### src/rtl/nibble_serial_pkg.sv
// Shared types and constants for the nibble-serial adder.
package nibble_serial_pkg;

    localparam int NIBBLE_W = 4;

    typedef enum logic [1:0] {
        IDLE = 2'd0,
        RUN  = 2'd1,
        DONE = 2'd2
    } state_t;

    // Index width for a nibble counter; never narrower than one bit.
    function automatic int idx_w(input int n);
        return (n <= 1) ? 1 : $clog2(n);
    endfunction

endpackage

### src/rtl/nibble_add4.sv
// Combinational 4-bit ripple-carry adder slice.
module nibble_add4 (
    input  logic       cin,
    input  logic [3:0] a,
    input  logic [3:0] b,
    output logic [3:0] sum,
    output logic       cout
);

    logic c;

    always_comb begin
        c   = cin;
        sum = '0;
        for (int i = 0; i < 4; i++) begin
            sum[i] = a[i] ^ b[i] ^ c;
            c      = (a[i] & b[i]) | (c & (a[i] ^ b[i]));
        end
        cout = c;
    end

endmodule

### src/rtl/nibble_serial_adder.sv
// Wide adder that feeds one 4-bit slice a nibble per cycle, LSB first.
// Optional subtract mode (sub port) is enabled by defining NIBBLE_SERIAL_SUB_EN.
//
// state | meaning
// IDLE  | waiting for operands, in_ready=1
// RUN   | one nibble through the slice per cycle
// DONE  | result held with out_valid=1 until out_ready
module nibble_serial_adder
    import nibble_serial_pkg::*;
#(
    parameter int WIDTH = 16
) (
    input  logic             clk,
    input  logic             rst,
    input  logic             in_valid,
    output logic             in_ready,
    input  logic [WIDTH-1:0] in1,
    input  logic [WIDTH-1:0] in2,
    input  logic             carryIn,
`ifdef NIBBLE_SERIAL_SUB_EN
    input  logic             sub,
`endif
    output logic             out_valid,
    input  logic             out_ready,
    output logic [WIDTH-1:0] out,
    output logic             carryOut,
    output logic             busy
);

    localparam int NIBBLES = WIDTH / NIBBLE_W;
    localparam int IDX_W   = idx_w(NIBBLES);

    state_t             state;
    logic [IDX_W-1:0]   nib_idx;
    logic               carry_q;
    logic [WIDTH-1:0]   op_a;
    logic [WIDTH-1:0]   op_b;
    logic [NIBBLE_W-1:0] slice_sum;
    logic               slice_cout;

    assign in_ready = !rst && (state == IDLE);
    assign busy     = (state == RUN) || (state == DONE);

    // The only path between nibbles is carry_q, so the slice never chains combinationally.
    nibble_add4 u_slice (
        .cin  (carry_q),
        .a    (op_a[{nib_idx, 2'b00} +: NIBBLE_W]),
        .b    (op_b[{nib_idx, 2'b00} +: NIBBLE_W]),
        .sum  (slice_sum),
        .cout (slice_cout)
    );

    always_ff @(posedge clk or posedge rst) begin
        if (rst) begin
            state     <= IDLE;
            nib_idx   <= '0;
            carry_q   <= 1'b0;
            op_a      <= '0;
            op_b      <= '0;
            out       <= '0;
            carryOut  <= 1'b0;
            out_valid <= 1'b0;
        end else begin
            case (state)
                IDLE: begin
                    if (in_valid && in_ready) begin
                        op_a <= in1;
`ifdef NIBBLE_SERIAL_SUB_EN
                        op_b    <= sub ? ~in2 : in2;
                        carry_q <= sub ? 1'b1 : carryIn;
`else
                        op_b    <= in2;
                        carry_q <= carryIn;
`endif
                        out      <= '0;
                        carryOut <= 1'b0;
                        nib_idx  <= '0;
                        state    <= RUN;
                    end
                end
                RUN: begin
                    out[{nib_idx, 2'b00} +: NIBBLE_W] <= slice_sum;
                    carry_q <= slice_cout;
                    if (nib_idx == IDX_W'(NIBBLES - 1)) begin
                        carryOut  <= slice_cout;
                        out_valid <= 1'b1;
                        nib_idx   <= '0;
                        state     <= DONE;
                    end else begin
                        nib_idx <= nib_idx + IDX_W'(1);
                    end
                end
                DONE: begin
                    if (out_ready) begin
                        out_valid <= 1'b0;
                        state     <= IDLE;
                    end
                end
                default: state <= IDLE;
            endcase
        end
    end

endmodule
### config.mk
export PLATFORM = sky130hd
export DESIGN_NAME = nibble_serial_adder
export DESIGN_NICKNAME = d
export VERILOG_FILES = /design/src/rtl/nibble_serial_pkg.sv /design/src/rtl/nibble_add4.sv /design/src/rtl/nibble_serial_adder.sv
export SDC_FILE = /design/constraint.sdc
export NUM_CORES = 1
export LEC_CHECK = 0
export ABC_AREA = 1
export BUFFER_PORTS_ARGS = -buffer_cell sky130_fd_sc_hd__buf_2
export CORE_UTILIZATION = 40
export CTS_BUF_LIST = sky130_fd_sc_hd__clkbuf_16
export DETAILED_ROUTE_END_ITERATION = 7
export PLACE_DENSITY = 0.67
export SETUP_SLACK_MARGIN = 0.5
export SYNTH_ARGS = -nofsm -noshare
export SYNTH_HDL_FRONTEND = slang
export SYNTH_SLANG_ARGS = --single-unit
export TNS_END_PERCENT = 50
### constraint.sdc
create_clock -name clk -period 3.3 [get_ports clk]
set_input_delay 0.165 -clock clk [delete_from_list [all_inputs] [get_ports clk]]
set_output_delay 0.165 -clock clk [all_outputs]
set_load 0.02 [all_outputs]
Word-level counts from Yosys, hierarchy flattened --
Cells that the tools add are included.
Storage, ports and cells: register bits 55, input port bits 37, output and inout bits 20
Cells by class: add/sub/neg operators 2, equality and inequality tests 6, shift operators 4, muxes and demuxes 18, bitwise logic cells 20, reductions and logical operators 12
Operators with widths (number):
- case mux 16 bit (2 select lines) | 1
- variable part select 16 x 5 -> 4 bit | 2
- bitwise mux 16 bit | 1
- two-way mux 16 bit | 1
- variable shift 4 x 6 -> 16 bit, first input constant | 1
- variable part select 4 x 6 -> 16 bit | 1
- two-way mux 2 bit | 5
- AND reduction 3 bit | 3
- bitwise AND 1 bit | 8
- XOR 1 bit | 8
- negation 4 -> 6 bit | 1
- case mux 1 bit (2 select lines) | 3
- case mux 2 bit (3 select lines) | 1
- two-way mux 1 bit | 5
- equality test 2 bit, second input constant | 2
- inequality test 2 x 1 -> 1 bit, second input constant | 2
- OR 1 bit | 4
- case mux 2 bit (2 select lines) | 1
- AND reduction 2 bit | 2
- nonzero test 2 bit | 2
- adder 2 x 1 -> 2 bit, second input constant | 1
- equality test 2 x 1 -> 1 bit, second input constant | 1
- logical AND 1 bit | 2
- logical NOT 2 bit | 1
- other kinds (3) | 3

Longest topological paths before layout --
depth after elaboration 12, depth in mapped cells 16

Modules after synthesis --
From an unflattened synthesis, not the netlist that was laid out.
Unflattened totals: cells, all modules 371, area, all modules 2919.0 µm²
Modules (own cells, without submodules):
- nibble_serial_adder | times used 1, cells each 357, area an instance 2801.4 µm², sequential area each 1376.3 µm²
- nibble_add4 | times used 1, cells each 14, area an instance 117.6 µm², sequential area each 0.0 µm²

Least setup slack after synthesis --
OpenSTA, ideal clock, no wires.
kind reg-to-reg, start point register nib_idx[0], end point register out[15], arrival time 2.711 ns, required time 3.182 ns, slack 0.471 ns, cell stages (with the launch flop) 17, path buffers 1, period minus slack after synthesis 2.829 ns, path through dfrtp_1 > inv_1 > clkbuf_1 > nand2_1 > nand3_1 > nand2_1 > fa_1 > inv_1 > fa_1 > inv_1 > fa_1 > inv_1 > fa_1 > nand3_1 > nor2_1 > nand3_1 > nand2_1
On the way: cells in the longest elaborated chain, start to end 12, elaborated cells between the ends (all ways) 24, classes of those cells 1 x add/sub; 4 x shift; 2 x mux; 17 x bitwise
RTL lines:
- from (decl) | RTL line nibble_serial_adder.sv:34 | logic [IDX_W-1:0] nib_idx;
- from (signal assigned) | RTL line nibble_serial_adder.sv:90 | nib_idx <= nib_idx + IDX_W'(1);
- variable part select 16 x 5 -> 4 bit (on tied branches) | RTL line nibble_serial_adder.sv:47, nibble_serial_adder.sv:48
- XOR 1 bit | RTL line nibble_add4.sv:16, nibble_add4.sv:17
- bitwise AND 1 bit | RTL line nibble_add4.sv:17 | c = (a[i] & b[i]) | (c & (a[i] ^ b[i]));
- OR 1 bit | RTL line nibble_add4.sv:17
- bitwise AND 1 bit | RTL line nibble_add4.sv:17
- OR 1 bit | RTL line nibble_add4.sv:17
- bitwise AND 1 bit | RTL line nibble_add4.sv:17
- OR 1 bit | RTL line nibble_add4.sv:17
- XOR 1 bit | RTL line nibble_add4.sv:16 | sum[i] = a[i] ^ b[i] ^ c;
- variable part select 4 x 6 -> 16 bit | RTL line nibble_serial_adder.sv:82 | out[{nib_idx, 2'b00} +: NIBBLE_W] <= slice_sum;
- bitwise mux 16 bit * | RTL line nibble_serial_adder.sv:82
- case mux 16 bit (2 select lines) * | RTL line nibble_serial_adder.sv:64 | case (state)
- to (signal, indexed assignment) | RTL line nibble_serial_adder.sv:82
- to (decl) | RTL line nibble_serial_adder.sv:25 | output logic [WIDTH-1:0] out,
Every way passes the cells marked *; elsewhere a longest branch is shown, timed or not. A chain may end at the register's enable or synchronous reset.

Worst setup path after layout --
start point register nib_idx[0], end point register out[7]
The elaborated chain is that of the path after synthesis.

==> flow_summary_export.csv <==
group,metric,value,unit
floorplan,coreArea,6910,um2
power_and_ir_drop,clkPwrFrac,15.1,%
critical_path,cp.arrival,3.02,ns
global_route,grt_max_degree,56,
clocking,cts.clk_slew.worst_paths,0.07,ns
drt,dr.first_iter.drc_count,92,
min_path,worstHoldPathType,"in2async",
synthesis,syn_area_per_cell,7.83,um2
power_and_ir_drop,switching_share,44.1,%
cells_and_area,syn_to_final_growth,21.7,%
power_and_ir_drop,p_comb_share,52.7,%
power_and_ir_drop,p_per_area,955,nW/um2
sta,period_share,84.4,%
cells_and_area,stdcell_count,530,
sta,finalSetupViolCount,0,
drt,antenna_left,0,
sta,hold_viol_final,0,
floorplan,die_w,87.4,um
drt,wl,6520,um
floorplan,row_count,30,
cells_and_area,mostFrequentLayoutCells,"nand2_1, buf_2, dfrtp_1, nand3_1, nor2_1",
synthesis,syn_area,2920,um2
clocking,cts_root_buf,"clkbuf_16",
drt,detail_route.wl_per_cell,12.3,um
clocking,clk_latency,0.29,ns
critical_path,crit_family,"adder cells",
placed_design,gp_congestion,0.877,
clocking,cts_tree,"done",
run,maxCapViolCount,0,
drt,vias_per_cell,4.71,
sta,min_period,2.79,ns
cells_and_area,fin_nets,482,
sta,maxSlewViolCount,0,
placed_design,hpwl,4660,um
clocking,cts_max_level,2,
power_and_ir_drop,leakage,1.92,nW
synthesis,ys_top_cells_by_area,"dfrtp_1, nand2_1, nand3_1",
sta,setup_tns,0,ns
drt,firstDrtPassIters,4,
floorplan,die-area,7650,um2
clocking,cts_made_buffers,5,
sta,rsz0062_at_grt,"true",
power_and_ir_drop,p_seq_share,32.2,%
floorplan,die_h,87.4,um
critical_path,cp.required,3.53,ns
placed_design,post-place-cells,513,
synthesis,ys_warn_count,0,
floorplan,start_util,42.3,%
synthesis,ys_ff_latch,55,
global_route,grt_pass1_vias,2496,
synthesis,synth_top_area_share,47.1,%
sta,finClkSkew,0.00527,ns
synthesis,syn_inst,373,
cells_and_area,utilization,51.5,%
placed_design,port_buffers,56,
drt,drc,0,
critical_path,critPathLaunchType,"flop",
cells_and_area,layout_commonest_cell,"nand2_1",
sta,max_freq,359,MHz
global_route,gr-total-overflow,0,
synthesis,synth_area_leader_cell,"dfrtp_1",
placed_design,pre_cts_ws,0.361,ns
critical_path,critPathMaxFanout,6,
floorplan,ios,57,
power_and_ir_drop,peakVddDrop,0.000400,V
synthesis,synth_fp_nets,422,
critical_path,cp_common_cell,"fa_2",
sta,setup_ws,0.514,ns
status,status,"complete, no violations",
sta,tightest_slew,0.690,ns
clocking,clock_sink_count,55,
cells_and_area,drive_gt1_share,26.5,%
cells_and_area,diodes,0,
synthesis,synth_seq_area_share,47.1,%
critical_path,crit_chain,"clkinvlp_4 -> nand2_1 -> nand3_1 -> nand2_2 -> fa_2 -> inv_2 -> fa_2 -> inv_2 -> fa_2 -> inv_2 -> fa_2 -> nand3_2 -> nor2_2 -> nand3_1 -> nand2_1",
critical_path,worst-path-buf-inv,4,
power_and_ir_drop,p_int,1.90,mW
clocking,cts.path.max_buffers,2,
clocking,cts-hold-fix-buffers,0,
synthesis,yosysUniqueCellTypes,24,
drt,vias,2497,
global_route,antenna_found_initial,0,
critical_path,cp-end-kind,"flop",
power_and_ir_drop,p_sw,1.50,mW
critical_path,path_class,"reg2reg",
global_route,grt_pass1_wl,11400,um
global_route,grtUsageTotal,18.8,%
critical_path,cp_slowest_stage_delay,0.59,ns
critical_path,critPathSlowestCell,"fa_2",
sta,slew_headroom,54.0,%
-- state kept, by name (all words and copies together) (netlist names) --
name	cells
out	16
carryOut	1
carry_q	1
op_b	16
op_a	16
nib_idx	2
state	2
out_valid	1
-- kinds of logic after synthesis --
logic type                 count (synthesis)  synth area share [%]
and+or+nand+nor                          235                  33.8
AOI/OAI and AO/OA                         26                  5.40
buffers and inverters                     45                  7.54
adders and majority gates                 12                  6.17
DFF                                       55                  47.1
-- synthesized netlist by cell type --
| cell type | count |
|---|---|
| nand2_1 | 142 |
| dfrtp_1 | 55 |
| nand3_1 | 54 |
| nor2_1 | 31 |
| inv_1 | 24 |
| o21ai_0 | 12 |
| a21oi_1 | 8 |
| buf_2 | 8 |
| ha_1 | 8 |
| buf_6 | 5 |
| fa_1 | 4 |
| inv_2 | 4 |
| clkbuf_1 | 3 |
| a21oi_4 | 2 |
| nand2_4 | 2 |
| nor2_2 | 2 |
| o21ai_1 | 2 |
| a21oi_2 | 1 |
| buf_4 | 1 |
| nand2_2 | 1 |
| nand3_2 | 1 |
| nand4_1 | 1 |
| o22ai_1 | 1 |
| or2_4 | 1 |
-- routing by layer --
| layer | wire (um) | track usage (%) |
|---|---|---|
| met1 | 3170 | 25.9 |
| met2 | 2970 | 30.5 |
| met3 | 232 | 2.84 |
| met4 | 138 | 5.96 |
| met5 | 0 | 0 |
-- worst register-to-register path: stages (launching register included) --
cell and delay (ns):
dfrtp_2 0.45, clkinvlp_4 0.20, nand2_1 0.10, nand3_1 0.08, nand2_2 0.08, fa_2 0.19
inv_2 0.04, fa_2 0.34, inv_2 0.06, fa_2 0.18, inv_2 0.04, fa_2 0.59
nand3_2 0.10, nor2_2 0.10, nand3_1 0.08, nand2_1 0.07
-- metrics by stage --
step                hold WS [ns]  instance area (um2)  total power, mW
floorplan                  0.260                 2920             2.29
global route               0.105                 3550             3.72
global placement           0.387                 3250             2.63
finish                    0.0941                 3550             3.39
CTS                       0.0933                 3470             3.28
detailed placement         0.391                 3250             2.66
-- what timing repair did --
item,in CTS,in global routing
endpoints found under the setup margin,4,6
gates resized for setup,6,22
cloned,2,0
pin swaps,0,15
buffers inserted,4,3
-- path summary, 6_finish.rpt --
check                           start    endpoint  slack, ns  depth (start not counted)
min                               rst    op_b[13]       0.09                          3
max in group asynchronous         rst  nib_idx[1]       2.72                          3
min in group clk               in1[2]     op_a[2]       0.09                          3
max reg2reg                nib_idx[0]      out[7]       0.51                         15
max                        nib_idx[0]      out[7]       0.51                         15
min reg2reg                    out[5]      out[5]       0.47                          2
-- power by group through the flow --
stage          logic (mW)  clock network (mW)  registers, mW
2_1_floorplan        1.21                   0           1.08
3_3_place_gp         1.54                   0           1.09
3_5_place_dp         1.57                   0           1.09
4_1_cts              1.66               0.525           1.10
5_1_grt              2.03               0.559           1.12
6_report             1.79               0.514           1.09
-- final cells by class --
type                       instances  area [um2]
sequential                        55        1380
tap                               96         120
timing repair buffer              69         410
fill                             729        3350
inverter                          28         113
clock inverter                     3        16.3
multi-input combinational        273        1380
clock buffer                       5         125
timing repair inverter             1        7.51
No activity file was read; power rests on OpenSTA's default activity.
